$ cat src/rtl/exmem_stage_reg_pkg.sv
// Shared constants for the EX/MEM stage register: FSM encoding, default widths, bubble values.
package exmem_stage_reg_pkg;

    localparam int unsigned EXMEM_DATA_W = 16;
    localparam int unsigned EXMEM_REG_W  = 3;
    localparam int unsigned INSTR_W      = 16;
    localparam int unsigned CNT_W        = 16;

    typedef enum logic {
        ST_IDLE = 1'b0,
        ST_WAIT = 1'b1
    } mem_state_e;

    // Bubble contents: an invalid slot with no side effects and cleared data.
    localparam logic               BUBBLE_VALID = 1'b0;
    localparam logic               BUBBLE_CTRL  = 1'b0;
    localparam logic [INSTR_W-1:0] BUBBLE_INSTR = '0;

endpackage

$ cat src/rtl/exmem_mem_fsm.sv
// Data-memory access sequencer: IDLE/WAIT state, request/stall generation, timeout and sticky error.
module exmem_mem_fsm
    import exmem_stage_reg_pkg::*;
#(
    parameter int unsigned TIMEOUT = 255
) (
    input  logic clk_i,
    input  logic rst_i,
    input  logic load_mem_op_i,
    input  logic mem_done_i,
    output logic mem_req_o,
    output logic stall_o,
    output logic mem_err_o
);

    localparam logic [CNT_W:0] TIMEOUT_X = (CNT_W+1)'(TIMEOUT);

    mem_state_e         state_q, state_d;
    logic [CNT_W-1:0]   wait_cnt_q, wait_cnt_d;
    logic               err_q, err_d;

    // Any edge that loads the stage register decides whether a new access starts.
    always_comb begin
        state_d    = state_q;
        wait_cnt_d = wait_cnt_q;
        err_d      = err_q;
        if (state_q == ST_IDLE) begin
            state_d    = load_mem_op_i ? ST_WAIT : ST_IDLE;
            wait_cnt_d = '0;
        end else if (mem_done_i) begin
            state_d    = load_mem_op_i ? ST_WAIT : ST_IDLE;
            wait_cnt_d = '0;
        end else begin
            if ({1'b0, wait_cnt_q} < TIMEOUT_X) begin
                wait_cnt_d = wait_cnt_q + CNT_W'(1);
            end
            if (({1'b0, wait_cnt_q} + (CNT_W+1)'(1)) >= TIMEOUT_X) begin
                err_d = 1'b1;
            end
        end
    end

    always_ff @(posedge clk_i or posedge rst_i) begin
        if (rst_i) begin
            state_q    <= ST_IDLE;
            wait_cnt_q <= '0;
            err_q      <= 1'b0;
        end else begin
            state_q    <= state_d;
            wait_cnt_q <= wait_cnt_d;
            err_q      <= err_d;
        end
    end

    assign mem_req_o = (state_q == ST_WAIT);
    assign stall_o   = mem_req_o & ~mem_done_i;
    assign mem_err_o = err_q;

endmodule

$ cat src/rtl/exmem_stage_reg.sv
// EX/MEM pipeline register with multi-cycle memory access sequencing.
// Optional stall-cycle performance counter enabled by EXMEM_PERF_CNT_EN.
module exmem_stage_reg
    import exmem_stage_reg_pkg::*;
#(
    parameter int unsigned DATA_W  = EXMEM_DATA_W,
    parameter int unsigned REG_W   = EXMEM_REG_W,
    parameter int unsigned TIMEOUT = 255
) (
    input  logic                clk,
    input  logic                rst,
    input  logic [DATA_W-1:0]   ex_alu_out,
    input  logic [DATA_W-1:0]   ex_set,
    input  logic [INSTR_W-1:0]  ex_instr,
    input  logic [DATA_W-1:0]   ex_store_data,
    input  logic [REG_W-1:0]    ex_dst_reg,
    input  logic                ex_reg_write_en,
    input  logic                ex_mem_read,
    input  logic                ex_mem_write,
    input  logic                ex_valid,
    input  logic                flush,
    input  logic                mem_done,
    input  logic [DATA_W-1:0]   mem_rdata,
    output logic [DATA_W-1:0]   exmem_alu_out,
    output logic [DATA_W-1:0]   exmem_set,
    output logic [DATA_W-1:0]   exmem_store_data,
    output logic [INSTR_W-1:0]  exmem_instr,
    output logic [REG_W-1:0]    exmem_dst_reg,
    output logic                exmem_reg_write_en,
    output logic                exmem_mem_read,
    output logic                exmem_mem_write,
    output logic                exmem_valid,
    output logic                mem_req,
    output logic [DATA_W-1:0]   wb_data,
    output logic                stall_out,
    output logic                mem_err,
    output logic [CNT_W-1:0]    stall_cycles
);

    logic [DATA_W-1:0]  alu_q, alu_d;
    logic [DATA_W-1:0]  set_q, set_d;
    logic [DATA_W-1:0]  sdata_q, sdata_d;
    logic [INSTR_W-1:0] instr_q, instr_d;
    logic [REG_W-1:0]   dst_q, dst_d;
    logic               we_q, we_d;
    logic               rd_q, rd_d;
    logic               wr_q, wr_d;
    logic               valid_q, valid_d;
    logic               load;
    logic               load_mem_op;

    assign load        = ~stall_out;
    assign load_mem_op = ex_valid & (ex_mem_read | ex_mem_write) & ~flush;

    always_comb begin
        alu_d   = alu_q;
        set_d   = set_q;
        sdata_d = sdata_q;
        instr_d = instr_q;
        dst_d   = dst_q;
        we_d    = we_q;
        rd_d    = rd_q;
        wr_d    = wr_q;
        valid_d = valid_q;
        if (load) begin
            if (flush) begin
                alu_d   = '0;
                set_d   = '0;
                sdata_d = '0;
                instr_d = BUBBLE_INSTR;
                dst_d   = '0;
                we_d    = BUBBLE_CTRL;
                rd_d    = BUBBLE_CTRL;
                wr_d    = BUBBLE_CTRL;
                valid_d = BUBBLE_VALID;
            end else begin
                alu_d   = ex_alu_out;
                set_d   = ex_set;
                sdata_d = ex_store_data;
                instr_d = ex_instr;
                dst_d   = ex_dst_reg;
                we_d    = ex_reg_write_en;
                rd_d    = ex_mem_read;
                wr_d    = ex_mem_write;
                valid_d = ex_valid;
            end
        end
    end

    always_ff @(posedge clk or posedge rst) begin
        if (rst) begin
            alu_q   <= '0;
            set_q   <= '0;
            sdata_q <= '0;
            instr_q <= '0;
            dst_q   <= '0;
            we_q    <= 1'b0;
            rd_q    <= 1'b0;
            wr_q    <= 1'b0;
            valid_q <= 1'b0;
        end else begin
            alu_q   <= alu_d;
            set_q   <= set_d;
            sdata_q <= sdata_d;
            instr_q <= instr_d;
            dst_q   <= dst_d;
            we_q    <= we_d;
            rd_q    <= rd_d;
            wr_q    <= wr_d;
            valid_q <= valid_d;
        end
    end

    exmem_mem_fsm #(
        .TIMEOUT(TIMEOUT)
    ) u_mem_fsm (
        .clk_i        (clk),
        .rst_i        (rst),
        .load_mem_op_i(load_mem_op),
        .mem_done_i   (mem_done),
        .mem_req_o    (mem_req),
        .stall_o      (stall_out),
        .mem_err_o    (mem_err)
    );

`ifdef EXMEM_PERF_CNT_EN
    logic [CNT_W-1:0] perf_q, perf_d;

    // Saturating count of stalled edges.
    always_comb begin
        perf_d = perf_q;
        if (stall_out && (perf_q != '1)) begin
            perf_d = perf_q + CNT_W'(1);
        end
    end

    always_ff @(posedge clk or posedge rst) begin
        if (rst) begin
            perf_q <= '0;
        end else begin
            perf_q <= perf_d;
        end
    end

    assign stall_cycles = perf_q;
`else
    assign stall_cycles = '0;
`endif

    assign exmem_alu_out      = alu_q;
    assign exmem_set          = set_q;
    assign exmem_store_data   = sdata_q;
    assign exmem_instr        = instr_q;
    assign exmem_dst_reg      = dst_q;
    assign exmem_reg_write_en = we_q;
    assign exmem_mem_read     = rd_q;
    assign exmem_mem_write    = wr_q;
    assign exmem_valid        = valid_q;
    assign wb_data            = rd_q ? mem_rdata : alu_q;

endmodule

$ cat config.mk
export PLATFORM = sky130hd
export DESIGN_NAME = exmem_stage_reg
export DESIGN_NICKNAME = d
export VERILOG_FILES = /design/src/rtl/exmem_stage_reg_pkg.sv /design/src/rtl/exmem_mem_fsm.sv /design/src/rtl/exmem_stage_reg.sv
export SDC_FILE = /design/constraint.sdc
export NUM_CORES = 1
export LEC_CHECK = 0
export BUFFER_PORTS_ARGS = -buffer_cell sky130_fd_sc_hd__buf_4
export CORE_AREA = 2 2 114 116
export DETAILED_ROUTE_END_ITERATION = 8
export DIE_AREA = 0 0 116 118
export SLEW_MARGIN = 25
export SYNTH_ARGS = -nofsm -noshare
export SYNTH_HDL_FRONTEND = slang
export SYNTH_SLANG_ARGS = --single-unit
$ cat constraint.sdc
create_clock -name clk -period 3.2 [get_ports clk]
set_input_delay 0.32 -clock clk [delete_from_list [all_inputs] [get_ports clk]]
set_output_delay 0.32 -clock clk [all_outputs]
set_load 0.01 [all_outputs]
==> Word-level counts from Yosys, hierarchy flattened <==
Index checks and enable logic that the tools add are counted.
{ "totals": {"ff_bits": 89, "ramBits": 0, "out_inout_bits": 106, "mem_bits_ro": 0, "latch_bits": 0, "memories": 0} }
{ "op_classes": {"order_cmp": 2, "reduce_logical": 1, "n_bitwise": 6, "shift": 0, "mux": 16, "n_mul": 0, "n_eq_ne": 1, "div": 0, "addsub": 2} }
{ "op_table": {"columns": ["cell", "n"], "rows": [
  ["$mux W16", 8],
  ["$add A16 B1 Y17 const B", 1],
  ["$ge A17 B8 Y1 const B", 1],
  ["$add A16 B1 Y16 const B", 1],
  ["$lt A16 B8 Y1 const B", 1],
  ["$mux W1", 7],
  ["$and A1 B1 Y1", 3],
  ["$mux W3", 1],
  ["$ne A3 B3 Y1 const B", 1],
  ["$reduce_and A3 Y1", 1],
  ["$not A1 Y1", 2],
  ["$or A1 B1 Y1", 1]
]} }

==> Longest topological paths before layout <==
Gate-level depths: netlist of run 1.
{ "logic_depth": {"ltp_word": 6, "depth_mapped": 7} }

==> Modules after synthesis <==
A second synthesis of run 1 with hierarchy kept.
{ "hier_totals": {"hier_cells": 308, "area_unflattened_um2": 3872.5} }
{ "by_module_without_submodules": {"columns": ["mod", "area_each_um2", "n_inst", "cells_each"], "rows": [
  ["exmem_stage_reg", 2855.2, 1, 200],
  ["exmem_mem_fsm", 1017.2, 1, 108]
]} }

==> Worst setup path before layout of run 1 <==
OpenSTA, ideal clock, no wires.
{ "synth_path": {"path_type": "register to register", "from": "register u_mem_fsm.wait_cnt_q[0]", "to": "register u_mem_fsm.err_q, in the netlist u_mem_fsm.mem_err_o", "t_required_ps": 3076, "arrival_time_ps": 1625, "slack_ps": 1451, "path_buffers": 0, "path_stages_with_launch": 8, "setup_ps": 124, "cell_sequence": "dfrtp_1 inv_1 ha_1 nor2_1 o2111a_1 a41oi_2 nand4_1 a211o_1"} }
{ "synth_between": {"elab_chain_cells": 3} }
{ "synth_lines": {"columns": ["element", "line", "text"], "rows": [
  ["start: declaration", "exmem_mem_fsm.sv:19", "logic [CNT_W-1:0] wait_cnt_q, wait_cnt_d;"],
  ["start signal: assignment", "exmem_mem_fsm.sv:50", "wait_cnt_q <= wait_cnt_d;"],
  ["$add A16 B1 Y17", "exmem_mem_fsm.sv:37", "if (({1'b0, wait_cnt_q} + (CNT_W+1)'(1)) >= TIMEOUT_X) begin"],
  ["$ge A17 B8 Y1", "exmem_mem_fsm.sv:37", null],
  ["$reduce_and A3 Y1 (no line)", null, null],
  ["end signal: assignment", "exmem_mem_fsm.sv:51", "err_q <= err_d;"],
  ["end: declaration", "exmem_mem_fsm.sv:20", "logic err_q, err_d;"]
]} }
No other way between the ends.
A chain may end at the register's enable or synchronous reset.

==> Worst setup path after layout of run 1 <==
{ "layout_path": {"from": "register rd_q, in the netlist exmem_mem_read", "to": "output port wb_data[3]"} }
{ "layout_between": {"elab_chain_cells": 1} }
{ "layout_lines": {"columns": ["element", "line", "text"], "rows": [
  ["start: declaration", "exmem_stage_reg.sv:46", "logic rd_q, rd_d;"],
  ["start signal: assignment", "exmem_stage_reg.sv:108", "rd_q <= rd_d;"],
  ["$mux W16", "exmem_stage_reg.sv:159", "assign wb_data = rd_q ? mem_rdata : alu_q;"],
  ["end: declaration", "exmem_stage_reg.sv:34", "output logic [DATA_W-1:0] wb_data,"]
]} }
No other way between the ends.

==> flow_metrics.env, run 1 <==
export IMPL_initial_core_util=0.344
export IMPL_rows=41
export IMPL_netlist_instances=442
export IMPL_fill_cells=1173
export IMPL_core_area_um2=12400
export IMPL_drt_initial_drc_count=193
export IMPL_yosys_area_top_type="dfrtp_1"
export IMPL_synth_area_top_cells="dfrtp_1 52%, nand2_1 13%, nand3b_1 12%, mux2_2 4.2%, buf_4 2.8%"
export IMPL_startpoint_type="register"
export IMPL_min_period_ns=2.03
export IMPL_synth_top_cells_by_count="149 x nand2_1, 89 x dfrtp_1, 71 x nand3b_1"
export IMPL_final_max_slew_viol_count=0
export IMPL_async_flop_share=1.00
export IMPL_p_leak_nw=3.19
export IMPL_cts_resized=0
export IMPL_area_growth_pct=42.6
export IMPL_die_w_um=116
export IMPL_end_kind="primary output"
export IMPL_fmax_ghz=0.493
export IMPL_final_setup_viol_count=0
export IMPL_wl_um=11000
export IMPL_cap_violations=0
export IMPL_power_mw=3.02
export IMPL_tightestPinTransition_ns=0.856
export IMPL_htree_num_levels=3
export IMPL_power_frac_comb=0.159
export IMPL_hold_class="input pin to asynchronous set/reset pin"
export IMPL_hold_violations=0
export IMPL_grt_pass1_vias=3607
export IMPL_syn_area_per_cell_um2=9.67
export IMPL_num_vias=3591
export IMPL_crit_fanout=18
export IMPL_cts_hold_buf=0
export IMPL_gp_congestion=0.862
export IMPL_antenna_found_initial=0
export IMPL_cts_root_buffer="clkbuf_16"
export IMPL_ys_seq_area_frac=0.521
export IMPL_outcome="finished, final reports clean"
export IMPL_antenna_left=0
export IMPL_critPathArrivalTime_ns=1.71
export IMPL_cts_buffer_depth=2
export IMPL_swShare=0.238
export IMPL_p_clk_frac=0.427
export IMPL_wl_per_cell_um=13.9
export IMPL_cts_buffers=9
export IMPL_fin_skew_ns=0.00626
export IMPL_syn_cell_area_um2=4280
export IMPL_synth_cell_type_count=42
export IMPL_setup_tns_final_ns=0
export IMPL_slew_headroom=0.430
export IMPL_ir_worst_vdd_mv=0.275
export IMPL_finalCritPeriodShare=0.634
export IMPL_drc=0
export IMPL_synthFlopType="dfrtp_1"
export IMPL_num_antenna_cells=0
export IMPL_grt_util_all_layers=0.162
export IMPL_drive_gt1_frac=0.373
export IMPL_design_die_area_um2=13700
export IMPL_cts_setup_buffers=0
export IMPL_grt_max_degree=82
export IMPL_synth_edff_count=0
export IMPL_dp_hpwl_um=7500
export IMPL_clk_latency_ns=0.34
export IMPL_synth_top_area_frac=0.521
export IMPL_p_seq_frac=0.414
export IMPL_p_sw_uw=718
export IMPL_dr_pass1_iters=4
export IMPL_io_buffers=180
export IMPL_worst_ep_required_time_ns=2.88
export IMPL_via_per_inst=4.56
export IMPL_die_h_um=118
export IMPL_rsz0062_at_grt="no"
export IMPL_grt_pass1_wl_um=17800
export IMPL_cts_tree="yes"
export IMPL_powerDensity_nw_per_um2=495
export IMPL_internal_power_mw=2.30
export IMPL_synth_seq_cells=89
export IMPL_yosysWarnings=0
export IMPL_crit_type="register to primary output"
export IMPL_ioPinCount=197
export IMPL_overflow=0
export IMPL_numClockSinks=89
export IMPL_num_nets_final=704
export IMPL_clk_pin_slew_worst_paths_ns=0.06
export IMPL_synth_most_common_cell="nand2_1"
-- path summary, 6_finish.rpt --
path | end | start | depth (start not counted) | slack [ns]
hold reg to reg | exmem_set[14] | exmem_set[14] | 2 | 0.47
hold / removal | exmem_instr[4] | rst | 2 | 0.04
max in group asynchronous | exmem_alu_out[5] | rst | 3 | 2.53
min in group clk | exmem_set[1] | ex_set[1] | 3 | 0.20
setup / recovery | wb_data[3] | exmem_mem_read | 2 | 1.17
setup reg to reg | u_mem_fsm.mem_err_o | u_mem_fsm.wait_cnt_q[0] | 7 | 1.29
-- worst max-delay path, stage by stage (launching register included) --
cell	delay (ns)
dfrtp_1	0.80
mux2_2	0.42
buf_4	0.14
-- metal layers --
layer	part of all wire	global-route usage
met5	0	0
met4	0.017	0.0618
met3	0.073	0.0407
met2	0.49	0.272
met1	0.42	0.199
-- power groups by stage --
stage          logic, mW  clock network, mW  registers, mW
2_1_floorplan      0.200                  0           1.29
3_3_place_gp       0.482                  0           1.27
3_5_place_dp       0.490                  0           1.27
4_1_cts            0.490               1.33           1.25
5_1_grt            0.527               1.38           1.26
6_report           0.479               1.29           1.25
-- through the flow --
stage | utilization | hold WS, ns | instances | cell area (um^2) | setup WS, ns
CTS | 0.491 | 0.0668 | 788 | 6100 | 1.14
global route | 0.491 | 0.0934 | 788 | 6100 | 1.09
global placement | 0.461 | 0.453 | 772 | 5730 | 1.39
detailed placement | 0.462 | 0.433 | 772 | 5730 | 1.31
floorplan | - | 0.459 | 457 | 4330 | 0.573
finish | 0.491 | 0.0420 | 788 | 6100 | 1.17
-- layout by cell type, fill, tap and decap left out, types with 2 or more instances in the layout --
cell type | synthesis | final
xnor2_1 | 10 | 10
nand2_1 | 149 | 149
dfrtp_1 | 89 | 89
conb_1 | 1 | 16
nor4_2 | 3 | 3
nor2_1 | 13 | 13
mux2_2 | 16 | 16
and2_1 | 7 | 7
inv_1 | 5 | 4
bufinv_16 | 0 | 4
nand3b_1 | 71 | 71
clkbuf_16 | 0 | 9
nand4_4 | 2 | 2
nor3_1 | 5 | 5
nand3_1 | 3 | 3
ha_1 | 2 | 2
inv_6 | 0 | 2
buf_4 | 16 | 185
-- logic make-up (layout without fill, tap and decap cells) --
kind of cell	Yosys count	after routing	synth area share
AO/OA/AOI/OAI	12	12	0.0290
buffers and inverters	48	207	0.0565
flip-flops	89	89	0.521
other	1	16	0.000877
multiplexers	17	17	0.0445
XOR/XNOR	11	11	0.0225
adder cells (fa/ha/maj)	2	2	0.00585
AND/OR/NAND/NOR	262	262	0.320
-- final cells by class --
type | instances | area (um^2) | share of cell area
flip-flops and latches | 89 | 2230 | 0.365
multi-input cells | 320 | 1870 | 0.307
repair buffers | 185 | 1390 | 0.228
clock buffers | 10 | 229 | 0.0376
well taps | 172 | 215 | 0.0353
clock inverters | 6 | 138 | 0.0226
inverters | 6 | 27.5 | 0.00452
Note: power is estimated with default switching activity, not from simulation.
==> inputs of run 2 (changes only) <==
==> constraint.sdc (replaced) <==
create_clock -name clk -period 1.65 [get_ports clk]
set_input_delay 0.165 -clock clk [delete_from_list [all_inputs] [get_ports clk]]
set_output_delay 0.165 -clock clk [all_outputs]
set_load 0.01 [all_outputs]
==> run 2 against run 1 <==
Non-clock buffer count up 22; clock-buffer cell count up 1; sequential share of layout area down 1.4 points; worst hold slack better by 0.010 ns; global-route usage up 1.1 points; design area up 4.3%; clock power up 71%; critical path type is now register to register; largest power group is now registers; worst setup slack worse by 1.1 ns; sequential power up 93%; via count up 3.0%; utilization up 2.1 points.
==> flow_metrics.env, run 2 (synthesized netlist as in run 1, its figures left out) <==
export IMPL_outcome="finished, final reports clean"
export IMPL_htree_num_levels=3
export IMPL_hold_class="input pin to register"
export IMPL_design_die_area_um2=13700
export IMPL_numClockSinks=89
export IMPL_tightestPinTransition_ns=0.569
export IMPL_clk_latency_ns=0.34
export IMPL_placed_area_um2=5900
export IMPL_rows=41
export IMPL_gp_congestion=0.799
export IMPL_final_core_util=0.512
export IMPL_setup_tns_final_ns=0
export IMPL_final_area_um2=6360
export IMPL_cts_buffers=9
export IMPL_drive_gt1_frac=0.420
export IMPL_core_area_um2=12400
export IMPL_die_w_um=116
export IMPL_critPathArrivalTime_ns=1.84
export IMPL_antenna_found_initial=0
export IMPL_num_vias=3700
export IMPL_holdWs_ns=0.0522
export IMPL_worst_ep_required_time_ns=1.87
export IMPL_via_per_inst=4.57
export IMPL_initial_core_util=0.344
export IMPL_area_growth_pct=48.7
export IMPL_cap_violations=0
export IMPL_dp_hpwl_um=8070
export IMPL_dr_pass1_iters=4
export IMPL_wl_um=11400
export IMPL_fill_cells=1228
export IMPL_path_cells="or2_0 -> a211oi_1 -> a31oi_1 -> o311a_1 -> a211o_1"
export IMPL_final_setup_viol_count=0
export IMPL_cts_tree="yes"
export IMPL_rsz0062_at_grt="yes"
export IMPL_layout_common_cells="201 x buf_4, 148 x nand2_1, 84 x dfrtp_1, 71 x nand3b_1"
export IMPL_min_period_ns=1.62
export IMPL_num_antenna_cells=0
export IMPL_clk_pin_slew_worst_paths_ns=0.06
export IMPL_slowest_delay_ns=0.40
export IMPL_finalCritPeriodShare=0.983
export IMPL_grt_pass1_vias=3717
export IMPL_num_nets_final=726
export IMPL_wl_per_cell_um=14.1
export IMPL_overflow=0
export IMPL_cts_buffer_depth=2
export IMPL_powerDensity_nw_per_um2=879
export IMPL_crit_fanout=4
export IMPL_ioPinCount=197
export IMPL_drt_initial_drc_count=154
export IMPL_antenna_left=0
export IMPL_fmax_ghz=0.616
export IMPL_hold_violations=0
export IMPL_grt_max_degree=72
export IMPL_cts_root_buffer="clkbuf_16"
export IMPL_crit_type="register to register"
export IMPL_final_max_slew_viol_count=0
export IMPL_io_buffers=180
export IMPL_startpoint_type="register"
export IMPL_die_h_um=118
export IMPL_p_leak_nw=3.32
export IMPL_fin_skew_ns=0.00385
export IMPL_ir_worst_vdd_mv=0.429
export IMPL_drc=0
export IMPL_slowest_stage="dfrtp_1"
export IMPL_slew_headroom=0.621
export IMPL_final_common_cell="buf_4"
export IMPL_end_kind="register"
export IMPL_grt_pass1_wl_um=19000
export IMPL_grt_util_all_layers=0.174
run 2: layout make-up:
type	count	area, um^2	share of cell area
Timing Repair Buffer	207	1600	0.252
Sequential cell	89	2230	0.351
Clock inverter	5	78.8	0.0124
Inverter	6	26.3	0.00413
Clock buffer	11	243	0.0382
Tap cell	172	215	0.0338
Multi-Input combinational cell	320	1960	0.308
run 2: worst paths after layout:
check / from / slack, ns / depth (start not counted) / endpoint
setup / recovery: u_mem_fsm.wait_cnt_q[14] / 0.03 / 5 / u_mem_fsm.mem_err_o
hold / removal: ex_set[5] / 0.05 / 3 / exmem_set[5]
setup reg to reg: u_mem_fsm.wait_cnt_q[14] / 0.03 / 5 / u_mem_fsm.mem_err_o
hold reg to reg: exmem_store_data[4] / 0.47 / 2 / exmem_store_data[4]
max in group asynchronous: rst / 0.83 / 4 / exmem_set[8]
min in group asynchronous: rst / 0.45 / 4 / exmem_alu_out[1]
run 2: power breakdown:
group / leakage (nW) / internal, mW / switching [mW]
Sequential: 1.16 / 2.32 / 0.0881
Combinational: 2.00 / 0.523 / 0.460
Clock: 0.159 / 1.37 / 0.829
Total: 3.32 / 4.21 / 1.38
run 2: layer usage:
metal	vias to the layer above	GRT usage	part of all wire
met5	-	0	0
met4	0	0.0595	0.018
met3	16	0.0577	0.084
met2	127	0.274	0.49
met1	1762	0.222	0.41
li1	1795	-	-
run 2: through the flow:
step	cells	worst slack [ns]	total power, mW
floorplan	457	0.0145	2.89
global placement	787	0.0165	3.43
detailed placement	787	-0.0556	3.45
CTS	804	-0.00958	5.68
global route	810	-0.0728	5.87
finish	810	0.0277	5.59
run 2: timing repair:
item,CTS,global route
gates resized for setup,9,9
pin swaps,6,6
buffers inserted,0,6
endpoints found under the hold margin,89,0
setup endpoints to repair,1,7
hold buffers,1,0
run 2: critical path, delay by kind of cell (launching register included):
kind	cells	cell delay [ns]
flops	1	0.40
simple gates	1	0.23
compound gates	4	0.87
==> inputs of run 3 (changes only) <==
--- a/config.mk
+++ b/config.mk
@@ -5,11 +5,13 @@
 export SDC_FILE = /design/constraint.sdc
 export NUM_CORES = 1
 export LEC_CHECK = 0
-export BUFFER_PORTS_ARGS = -buffer_cell sky130_fd_sc_hd__buf_4
+export BUFFER_PORTS_ARGS = -buffer_cell sky130_fd_sc_hd__buf_2
 export CORE_AREA = 2 2 114 116
 export DETAILED_ROUTE_END_ITERATION = 8
 export DIE_AREA = 0 0 116 118
+export REMOVE_ABC_BUFFERS = 1
 export SLEW_MARGIN = 25
 export SYNTH_ARGS = -nofsm -noshare
 export SYNTH_HDL_FRONTEND = slang
 export SYNTH_SLANG_ARGS = --single-unit
+export TNS_END_PERCENT = 5
==> run 3 against run 2 <==
The flow now finishes with violations (setup timing); combinational power decreased by 16%; worst setup slack got worse by 0.087 ns; clock-buffer cell count unchanged; largest cell class unchanged.
==> flow_metrics.env, run 3 (synthesized netlist as in run 1, its figures left out) <==
export IMPL_worst_ep_required_time_ns=1.86
export IMPL_critical_path_buf_inv_count=2
export IMPL_cap_violations=0
export IMPL_io_buffers=180
export IMPL_swShare=0.266
export IMPL_hold_violations=0
export IMPL_r2r_start="u_mem_fsm.wait_cnt_q[1]"
export IMPL_num_antenna_cells=0
export IMPL_rrSetupSlack_ns=-0.06
export IMPL_slew_headroom=0.637
export IMPL_area_growth_pct=38.1
export IMPL_p_sw_mw=1.36
export IMPL_hold_class="input pin to register"
export IMPL_end_kind="register"
export IMPL_hold_end="exmem_alu_out[10]"
export IMPL_overflow=0
export IMPL_startpoint_type="register"
export IMPL_dr_pass1_iters=4
export IMPL_design_die_area_um2=13700
export IMPL_grt_max_degree=82
export IMPL_num_nets_final=730
export IMPL_crit_type="register to register"
export IMPL_internal_power_mw=3.75
export IMPL_wl_um=10900
export IMPL_cts_root_buffer="clkbuf_16"
export IMPL_clk_latency_ns=0.33
export IMPL_fin_ws_ns=-0.0589
export IMPL_post_place_ws_ns=-0.0790
export IMPL_cpMostUsedCell="buf_6"
export IMPL_layout_common_cells="180 x buf_2, 148 x nand2_1, 87 x dfrtp_1, 71 x nand3b_1, 22 x buf_4"
export IMPL_powerDensity_nw_per_um2=865
export IMPL_fin_skew_ns=0.00379
export IMPL_reg2reg_depth=8
export IMPL_rsz0062_at_grt="yes"
export IMPL_grt_util_all_layers=0.164
export IMPL_p_seq_frac=0.470
export IMPL_die_h_um=118
export IMPL_holdWs_ns=0.0554
export IMPL_final_max_slew_viol_count=0
export IMPL_cts_buffer_depth=2
export IMPL_drive_gt1_frac=0.416
export IMPL_min_period_ns=1.71
export IMPL_critPathArrivalTime_ns=1.92
export IMPL_rows=41
export IMPL_violations="setup timing"
export IMPL_final_setup_viol_count=4
export IMPL_slowest_stage="dfrtp_2"
export IMPL_gp_congestion=0.799
export IMPL_drc=0
export IMPL_final_common_cell="buf_2"
export IMPL_r2r_end="u_mem_fsm.wait_cnt_q[5]"
export IMPL_via_per_inst=4.55
export IMPL_cts_buffers=9
export IMPL_initial_core_util=0.344
export IMPL_p_leak_nw=3.20
export IMPL_die_w_um=116
export IMPL_clk_pin_slew_worst_paths_ns=0.06
export IMPL_grt_pass1_vias=3713
export IMPL_ioPinCount=197
export IMPL_slowest_delay_ns=0.45
export IMPL_antenna_left=0
export IMPL_grt_pass1_wl_um=17900
export IMPL_fmax_ghz=0.585
export IMPL_antenna_found_initial=0
export IMPL_num_vias=3701
export IMPL_crit_family="flip-flops"
export IMPL_ir_worst_vdd_mv=0.519
export IMPL_cts_tree="yes"
export IMPL_tightestPinTransition_ns=0.544
export IMPL_hold_start="ex_alu_out[10]"
export IMPL_outcome="finished, violations left"
export IMPL_min_path_cells=3
export IMPL_crit_fanout=5
export IMPL_drt_initial_drc_count=130
export IMPL_wl_per_cell_um=13.4
export IMPL_power_frac_comb=0.162
export IMPL_numClockSinks=89
export IMPL_path_cells="ha_4 -> nand3_4 -> buf_6 -> o211ai_4 -> buf_6 -> nor4_4 -> xnor2_1 -> nor2_1"
export IMPL_htree_num_levels=3
export IMPL_dp_hpwl_um=7670
export IMPL_setup_tns_final_ns=-0.174
export IMPL_p_clk_frac=0.368
export IMPL_core_area_um2=12400
export IMPL_finalCritPeriodShare=1.04
[run 3: what timing repair did]
action                                 4_1_cts  5_1_grt
pin swaps                                    6        4
setup endpoints to repair                    9       10
hold buffers                                 1        0
gates resized for setup                      9       14
setup buffers                                0        5
cloned                                       0        0
endpoints found under the hold margin       25        0
[run 3: layout make-up]
cell class	instances	area (um^2)
flip-flops and latches	89	2230
well taps	172	215
repair buffers	211	1190
multi-input cells	320	1970
clock buffers	11	243
clock inverters	5	31.3
inverters	6	23.8
fillers	1206	6510
[run 3: worst reg2reg max path, stage by stage, from the launching register on]
cell and delay [ns]:
dfrtp_2 0.45, ha_4 0.19, nand3_4 0.13, buf_6 0.13, o211ai_4 0.09, buf_6 0.16
nor4_4 0.23, xnor2_1 0.15, nor2_1 0.05
[run 3: worst max path at each step]
stage,from,to,slack (ns),cells after the start
2_1_floorplan,u_mem_fsm.mem_req_o,u_mem_fsm.mem_err_o,-1.75,4
3_3_place_gp,u_mem_fsm.wait_cnt_q[0],u_mem_fsm.mem_err_o,-0.05,7
3_5_place_dp,u_mem_fsm.wait_cnt_q[0],u_mem_fsm.mem_err_o,-0.08,7
4_1_cts,u_mem_fsm.wait_cnt_q[0],u_mem_fsm.wait_cnt_q[3],-0.02,7
5_1_grt,u_mem_fsm.wait_cnt_q[1],u_mem_fsm.wait_cnt_q[5],-0.16,8
6_report,u_mem_fsm.wait_cnt_q[1],u_mem_fsm.wait_cnt_q[5],-0.06,8
[run 3: routing by layer]
| metal | up-vias | global-route usage | wire length, um |
|---|---|---|---|
| li1 | 1814 | - | - |
| met5 | - | 0 | 0 |
| met4 | 0 | 0.0558 | 112 |
| met3 | 11 | 0.0463 | 751 |
| met2 | 121 | 0.270 | 5400 |
| met1 | 1755 | 0.206 | 4670 |
[run 3: power by group through the flow]
| stage | logic [mW] | clock network (mW) | registers [mW] |
|---|---|---|---|
| 5_1_grt | 0.918 | 2.07 | 2.42 |
| 6_report | 0.826 | 1.88 | 2.40 |
| 3_5_place_dp | 0.834 | 0 | 2.44 |
| 4_1_cts | 0.838 | 1.95 | 2.40 |
| 2_1_floorplan | 0.326 | 0 | 2.51 |
| 3_3_place_gp | 0.818 | 0 | 2.44 |
[run 3: stage by stage]
stage	utilization	power [mW]	instance area (um^2)	cells
2_1_floorplan	-	2.84	4110	415
4_1_cts	0.467	5.20	5790	809
5_1_grt	0.476	5.41	5900	814
3_5_place_dp	0.440	3.27	5460	792
6_report	0.476	5.11	5900	814
3_3_place_gp	0.440	3.25	5460	792
